File: config.mk
export PLATFORM = sky130hd
export DESIGN_NAME = spm_seq_ctrl
export DESIGN_NICKNAME = d
export VERILOG_FILES = /design/src/rtl/spm_pkg.sv /design/src/rtl/spm_prod_collector.sv /design/src/rtl/spm_seq_ctrl.sv
export SDC_FILE = /design/constraint.sdc
export NUM_CORES = 1
export LEC_CHECK = 0
export ABC_CLOCK_PERIOD_IN_PS = 3980
export CORE_UTILIZATION = 25
export DETAILED_ROUTE_END_ITERATION = 12
export GPL_ROUTABILITY_DRIVEN = 0
export PLACE_DENSITY = 0.55
export SYNTH_ARGS = -nofsm -noshare
export SYNTH_HDL_FRONTEND = slang
export SYNTH_SLANG_ARGS = --single-unit
File: constraint.sdc
create_clock -name clk_i -period 3.98 [get_ports clk_i]
set_input_delay 0.597 -clock clk_i [delete_from_list [all_inputs] [get_ports clk_i]]
set_output_delay 0.597 -clock clk_i [all_outputs]
set_load 0.02 [all_outputs]
File: src/rtl/spm_pkg.sv
// Shared definitions for the serial-parallel multiplier (SPM) sequencer.
// Contents:
//   spm_state_e  - controller state encoding
//   SPM_N        - default operand width in bits
//   SPM_LAT      - default datapath latency from serial multiplier bit to product bit
//   SPM_CNT_W    - bit-counter width for the default configuration
//   cnt_width()  - bit-counter width for an arbitrary N / LAT pair
package spm_pkg;

    typedef enum logic [1:0] {
        IDLE,
        CLEAR,
        RUN,
        DONE
    } spm_state_e;

    localparam int unsigned SPM_N   = 8;
    localparam int unsigned SPM_LAT = 1;

    // The counter has to reach 2N+LAT-1 (the last RUN cycle).
    function automatic int unsigned cnt_width(input int unsigned n, input int unsigned lat);
        return $clog2(2 * n + lat + 1);
    endfunction

    localparam int unsigned SPM_CNT_W = $clog2(2 * SPM_N + SPM_LAT + 1);

endpackage

File: src/rtl/spm_prod_collector.sv
// Serial-to-parallel capture register for the SPM product.
// Each enabled cycle shifts right with the new bit entering at the MSB, so
// after W captures the first bit received (the product LSB) sits at bit 0.
// Ports:
//   clk_i   - clock, rising edge
//   rst_i   - asynchronous active-high reset, clears the register
//   en_i    - capture enable
//   bit_i   - serial product bit, LSB first
//   prod_o  - collected product (holds its value while en_i is low)
module spm_prod_collector #(
    parameter int unsigned W = 16
) (
    input  logic         clk_i,
    input  logic         rst_i,
    input  logic         en_i,
    input  logic         bit_i,
    output logic [W-1:0] prod_o
);

    logic [W-1:0] prod_q;

    always_ff @(posedge clk_i or posedge rst_i) begin
        if (rst_i) begin
            prod_q <= '0;
        end else if (en_i) begin
            prod_q <= {bit_i, prod_q[W-1:1]};
        end
    end

    assign prod_o = prod_q;

endmodule

File: src/rtl/spm_seq_ctrl.sv
// Sequencer for the signed N x N serial-parallel multiplier.
// Latches both operands on a start handshake, holds the multiplicand on the
// parallel bus, streams the sign-extended multiplier LSB first for 2N+LAT
// cycles, collects the 2N serial product bits and presents the product with a
// valid/ready handshake.
// Ports:
//   clk_i, rst_i   - clock (rising edge), asynchronous active-high reset
//   start_i        - operation request, accepted only while ready_o=1
//   ready_o        - controller idle
//   mcand_i        - signed multiplicand, sampled on accept
//   mplier_i       - signed multiplier, sampled on accept
//   x_par_o        - multiplicand held for the datapath
//   y_ser_o        - serial multiplier bit to the datapath
//   dp_clr_o       - one-cycle clear of the datapath sum/carry flops
//   dp_en_o        - datapath advance enable
//   prod_bit_i     - serial product bit from the datapath
//   prod_o         - signed 2N-bit product
//   valid_o        - prod_o valid
//   res_ready_i    - consumer accepts prod_o
module spm_seq_ctrl
    import spm_pkg::*;
#(
    parameter int unsigned N   = SPM_N,
    parameter int unsigned LAT = SPM_LAT
) (
    input  logic           clk_i,
    input  logic           rst_i,
    input  logic           start_i,
    output logic           ready_o,
    input  logic [N-1:0]   mcand_i,
    input  logic [N-1:0]   mplier_i,
    output logic [N-1:0]   x_par_o,
    output logic           y_ser_o,
    output logic           dp_clr_o,
    output logic           dp_en_o,
    input  logic           prod_bit_i,
    output logic [2*N-1:0] prod_o,
    output logic           valid_o,
    input  logic           res_ready_i
);

    localparam int unsigned CNT_W = cnt_width(N, LAT);
    localparam logic [CNT_W-1:0] LAT_C      = CNT_W'(LAT);
    localparam logic [CNT_W-1:0] RUN_LAST_C = CNT_W'(2 * N + LAT - 1);

    spm_state_e       state_q;
    logic [CNT_W-1:0] cnt_q;
    logic [CNT_W-1:0] cnt_d;
    logic [N-1:0]     x_par_q;
    logic [N-1:0]     mplier_q;
    logic             y_ser_q;
    logic             dp_clr_q;
    logic             dp_en_q;
    logic             valid_q;
    logic             ready_q;
    logic             capture_en;

    assign cnt_d = cnt_q + 1'b1;

    // The first LAT RUN cycles only fill the datapath pipeline; product bits
    // start arriving afterwards.
    assign capture_en = (state_q == RUN) && (cnt_q >= LAT_C);

    // The multiplier register is an arithmetic right shifter: bit 0 is the
    // next serial bit and the replicated MSB provides the sign extension for
    // the upper N bits and the trailing LAT cycles. All outputs are registered
    // so they change together with the state.
    always_ff @(posedge clk_i or posedge rst_i) begin
        if (rst_i) begin
            state_q  <= IDLE;
            cnt_q    <= '0;
            x_par_q  <= '0;
            mplier_q <= '0;
            y_ser_q  <= 1'b0;
            dp_clr_q <= 1'b0;
            dp_en_q  <= 1'b0;
            valid_q  <= 1'b0;
            ready_q  <= 1'b1;
        end else begin
            case (state_q)
                IDLE: begin
                    if (start_i) begin
                        x_par_q  <= mcand_i;
                        mplier_q <= mplier_i;
                        ready_q  <= 1'b0;
                        dp_clr_q <= 1'b1;
                        state_q  <= CLEAR;
                    end
                end
                CLEAR: begin
                    dp_clr_q <= 1'b0;
                    dp_en_q  <= 1'b1;
                    cnt_q    <= '0;
                    y_ser_q  <= mplier_q[0];
                    mplier_q <= {mplier_q[N-1], mplier_q[N-1:1]};
                    state_q  <= RUN;
                end
                RUN: begin
                    if (cnt_q == RUN_LAST_C) begin
                        dp_en_q <= 1'b0;
                        y_ser_q <= 1'b0;
                        valid_q <= 1'b1;
                        state_q <= DONE;
                    end else begin
                        cnt_q    <= cnt_d;
                        y_ser_q  <= mplier_q[0];
                        mplier_q <= {mplier_q[N-1], mplier_q[N-1:1]};
                    end
                end
                DONE: begin
                    if (res_ready_i) begin
                        valid_q <= 1'b0;
                        ready_q <= 1'b1;
                        state_q <= IDLE;
                    end
                end
                default: begin
                    state_q <= IDLE;
                end
            endcase
        end
    end

    spm_prod_collector #(
        .W (2 * N)
    ) u_collector (
        .clk_i  (clk_i),
        .rst_i  (rst_i),
        .en_i   (capture_en),
        .bit_i  (prod_bit_i),
        .prod_o (prod_o)
    );

    assign ready_o  = ready_q;
    assign x_par_o  = x_par_q;
    assign y_ser_o  = y_ser_q;
    assign dp_clr_o = dp_clr_q;
    assign dp_en_o  = dp_en_q;
    assign valid_o  = valid_q;

endmodule
# == Word level (Yosys, flattened, before mapping) ==
# Cells that the tools add are included.
# Widths: inputs -> output; s select.
# totals
ff_bits,44
in_bits,21
out_inout_bits,29
elab_cells,60
# classes
add_sub_neg,1
magnitude_cmp,1
eq_ne,8
n_mux,21
n_bitwise,2
reduce_logical,16
# op_table
operator,n
$pmux 8 s3,1
$reduce_and 3->1,4
$pmux 1 s2,5
$pmux 5 s2,1
$mux 8,1
$pmux 2 s4,1
$reduce_and 2->1,4
$reduce_bool 2->1,4
$mux 1,7
$mux 7,1
$mux 2,3
$ne 2x2->1 const B,3
$add 5x1->5 const B,1
$eq 5x5->1 const B,1
$ge 5x1->1 const B,1
$mux 5,1
$eq 2x2->1 const B,2
$reduce_and 4->1,1
$reduce_bool 3->1,1
$eq 2x1->1 const B,1
$logic_not 2->1,1
$ne 2x1->1 const B,1
$not 1->1,2
$logic_and 1x1->1,1

# == Longest topological paths before layout ==
# logic_depth
word_depth,3
depth_mapped,6

# == Hierarchy ==
# From an unflattened synthesis, not the netlist that was laid out.
# hier_totals
cells_unflattened,155
hier_area_um2,2130.8
# by_module_without_submodules
mod,n_inst,cells_each,area_each_um2,seq_area_each_um2
spm_seq_ctrl,1,120,1477.7,701.9
spm_prod_collector,1,35,653.1,400.4

# == Worst setup path after synthesis ==
# No wires, ideal clock.
# synth_timing
path_type,register -> register
start,register cnt_q[0]
end,"register u_collector.prod_q[0], in the netlist u_collector.prod_o[0]"
t_arrival_ps,1940
required_time_ps,3855
slack_ps,1916
stages_incl_launch_ff,6
period_less_slack_ps,2064
cell_sequence,dfrtp_1 > ha_1 > or4_4 > o31ai_4 > buf_6 > mux2_2
# synth_via
elab_chain_len,2
# synth_lines
item,line_no,source
from (decl),spm_seq_ctrl.sv:47,logic [CNT_W-1:0] cnt_q;
from (signal assigned),spm_seq_ctrl.sv:105,cnt_q <= cnt_d;
$ge 5x1->1,spm_seq_ctrl.sv:62,assign capture_en = (state_q == RUN) && (cnt_q >= LAT_C);
$logic_and 1x1->1,spm_seq_ctrl.sv:62,
to (signal assigned),spm_prod_collector.sv:26,"prod_q <= {bit_i, prod_q[W-1:1]};"
to (decl),spm_prod_collector.sv:20,logic [W-1:0] prod_q;
# No other way between the ends.
# A chain may end at the register's enable or synchronous reset.

# == Worst setup path after layout ==
# layout_timing
start,register cnt_q[0]
end,register mplier_q[1]
# layout_via
elab_chain_len,3
# layout_lines
item,line_no,source
$eq 5x5->1,spm_seq_ctrl.sv:99,if (cnt_q == RUN_LAST_C) begin
$ne 2x2->1 (no line),n/a,
$reduce_and 3->1 (no line),n/a,
to (signal assigned),spm_seq_ctrl.sv:84,mplier_q <= mplier_i;
to (signal assigned),spm_seq_ctrl.sv:95,"mplier_q <= {mplier_q[N-1], mplier_q[N-1:1]};"
to (signal assigned),spm_seq_ctrl.sv:107,"mplier_q <= {mplier_q[N-1], mplier_q[N-1:1]};"
to (decl),spm_seq_ctrl.sv:50,logic [N-1:0] mplier_q;
# No other way between the ends.

==> impl_metrics.yaml <==
run_status:
  status: "complete, no violations"
floorplanning:
  die_x_microns: 91.6
  initial_utilization: 0.260
  coreArea_sq_um: 7730
  die_h_microns: 91.6
  placementRows: 32
  dieArea_sq_um: 8390
  pin_count: 50
layout:
  multiInputGateArea_sq_um: 847
  area_growth_pct: 35.6
  regArea_sq_um: 1100
  final_util: 0.352
  nFillCells: 774
  drive_gt1_frac: 0.256
  antennaDiodeCount: 0
  fin_nets: 232
clocking:
  numCtsBuffers: 5
  root_buffer: "clkbuf_8"
  cts_max_level: 2
  cts_tree: "done"
  clk_pin_slew_ns: 0.09
  clock_path_buffers: 2
  clk_latency_ns: 0.30
  cts.repair.resized: 0
  clock-sinks: 44
  post_cts_buffers: 0
  postCtsHoldBufs: 0
synthesis:
  synth_commonest_cells: "dfrtp_1, mux2_2, inv_1, ha_1, nand2_1"
  yosysTopAreaCell: "dfrtp_1"
  synth_most_common_cell: "dfrtp_1"
  synth-seq-cells: 44
  synthCells: 148
  yosysTopAreaCellShare: 0.536
  syn_area_per_cell_sq_um: 13.6
  synth-edff-count: 0
  synth_seq_area_share: 0.550
  synth_area_leaders: "dfrtp_1, mux2_2, ha_1, inv_1, dfstp_2"
  syn_area_sq_um: 2010
  syn_nets: 178
  async_flop_share: 1.00
  yosysWarningCount: 0
  synthFlopType: "dfrtp_1"
  synth.distinct_cells: 32
detailed_routing:
  vias_per_cell: 4.35
  vias: 1326
  drtIter0Drc: 35
  dr.pass1.iters: 4
  wl_per_cell_microns: 12.5
  wirelength_microns: 3820
  drcViolationCount: 0
  ant_nets: 0
global_routing:
  grt_max_degree: 45
  top_usage_layer: "met2"
  grt_pass1_wl_microns: 6630
  first_global_vias: 1336
  grt_antenna_before_repair: 0
  met1_usage: 0.128
  overflow: 0
  track_usage: 0.100
  grt_use_met2: 0.157
  met3_usage: 0.0302
placement:
  dp_hpwl_microns: 2680
  port_buffers: 49
power_and_ir_drop:
  p_leak_nw: 1.16
  powerDensity_nw_per_um2: 818
  max-vdd-ir-drop_mv: 0.298
worst_setup_path:
  worstSetupStartpointType: "register"
  required_ns: 4.16
  worst_setup_path_end_kind: "register"
  reg2regPathDepth: 5
  r2r_start: "cnt_q[0]"
  reg2reg_slack_ns: 1.60
  critPathArrivalTime_ns: 2.56
  timing.rr.end: "mplier_q[1]"
  worstSetupPathType: "reg2reg"
  critPathMaxFanout: 7
sta:
  worstMarginPinSlew_ns: 1.03
  setup_tns_ns: 0
  slew_violations: 0
  setup-violations-final: 0
  final.period_utilization: 0.598
  rsz0062_at_grt: "no"
  finClkSkew_ns: 0.0116
  timing.fmax_mhz: 420
  slew_headroom: 0.302
  period_minus_slack_ns: 2.38
  hold_viol_final: 0
flow_run:
  max_cap_violations: 0
min_path:
  holdPathStages: 1
  hold_end: "mplier_q[5]"
  hp-class: "reg2reg"
  hold_start: "mplier_q[5]"
[kinds of logic after synthesis]
family	count (synthesis)	share of synthesized area
and+or+nand+nor	19	0.0537
buffers and inverters	13	0.0281
AOI/OAI and AO/OA	21	0.0792
xor gates and xnor gates	1	0.00437
DFF	44	0.550
muxes	41	0.229
adders and majority gates	9	0.0561
[stage by stage]
step                hold WS [ns]  instances  setup slack [ns]  total power, W  instance area (sq um)
floorplan                  0.461        148              1.92         0.00153                   2010
global placement           0.485        297              1.54         0.00190                   2610
detailed placement         0.492        297              1.53         0.00191                   2610
CTS                        0.513        305              1.52         0.00226                   2720
global route               0.521        305              1.44         0.00238                   2720
finish                     0.509        305              1.60         0.00222                   2720
[state kept, by name, indices dropped and copies added, names as in the netlist]
name,flops
u_collector.prod_o,16
mplier_q,8
x_par_o,8
cnt_q,5
state_q,2
dp_clr_o,1
dp_en_o,1
ready_o,1
valid_o,1
y_ser_o,1
[where the power goes]
group	total, W	switching (W)	internal [W]
combinational	0.00111	0.000503	0.000606
clock	0.000339	0.000153	0.000186
sequential	0.000776	0.000128	0.000648
total	0.00222	0.000783	0.00144
[cells in the final DEF, fill, tap and decap left out, types with 2 or more instances in the layout]
cell,n
inv_1,9
ha_1,9
dfrtp_1,43
o21ai_0,5
a21oi_1,4
mux2i_1,2
mux2_2,39
clkdlybuf4s50_1,49
nand3_1,4
nand2_1,7
clkbuf_8,5
o211ai_1,2
[metal layers]
| layer | vias up | wire [microns] |
|---|---|---|
| li1 | 643 | - |
| met1 | 647 | 1860 |
| met2 | 33 | 1720 |
| met3 | 3 | 206 |
| met4 | 0 | 32 |
| met5 | - | 0 |
[worst max-delay path by stage]
stage / startpoint / end / slack [ns]
floorplan: cnt_q[0] / u_collector.prod_o[0] / 1.92
global placement: cnt_q[0] / mplier_q[3] / 1.54
detailed placement: cnt_q[0] / mplier_q[6] / 1.53
CTS: cnt_q[0] / mplier_q[1] / 1.52
global route: cnt_q[0] / mplier_q[1] / 1.44
finish: cnt_q[0] / mplier_q[1] / 1.60
[final cells by class]
cell class	count	area share
inverters	10	0.0138
flip-flops and latches	44	0.405
clock buffers	6	0.0267
clock inverters	2	0.0129
multi-input cells	91	0.311
repair buffers	50	0.183
well taps	102	0.0469
[worst max-delay path, cell delays in order (launching register included)]
cell and delay (ns):
dfrtp_1 0.45, inv_1 0.09, ha_1 0.16, nor4bb_1 0.89, a211oi_2 0.33, mux2_2 0.34
Note: power is estimated with default switching activity, not from simulation.
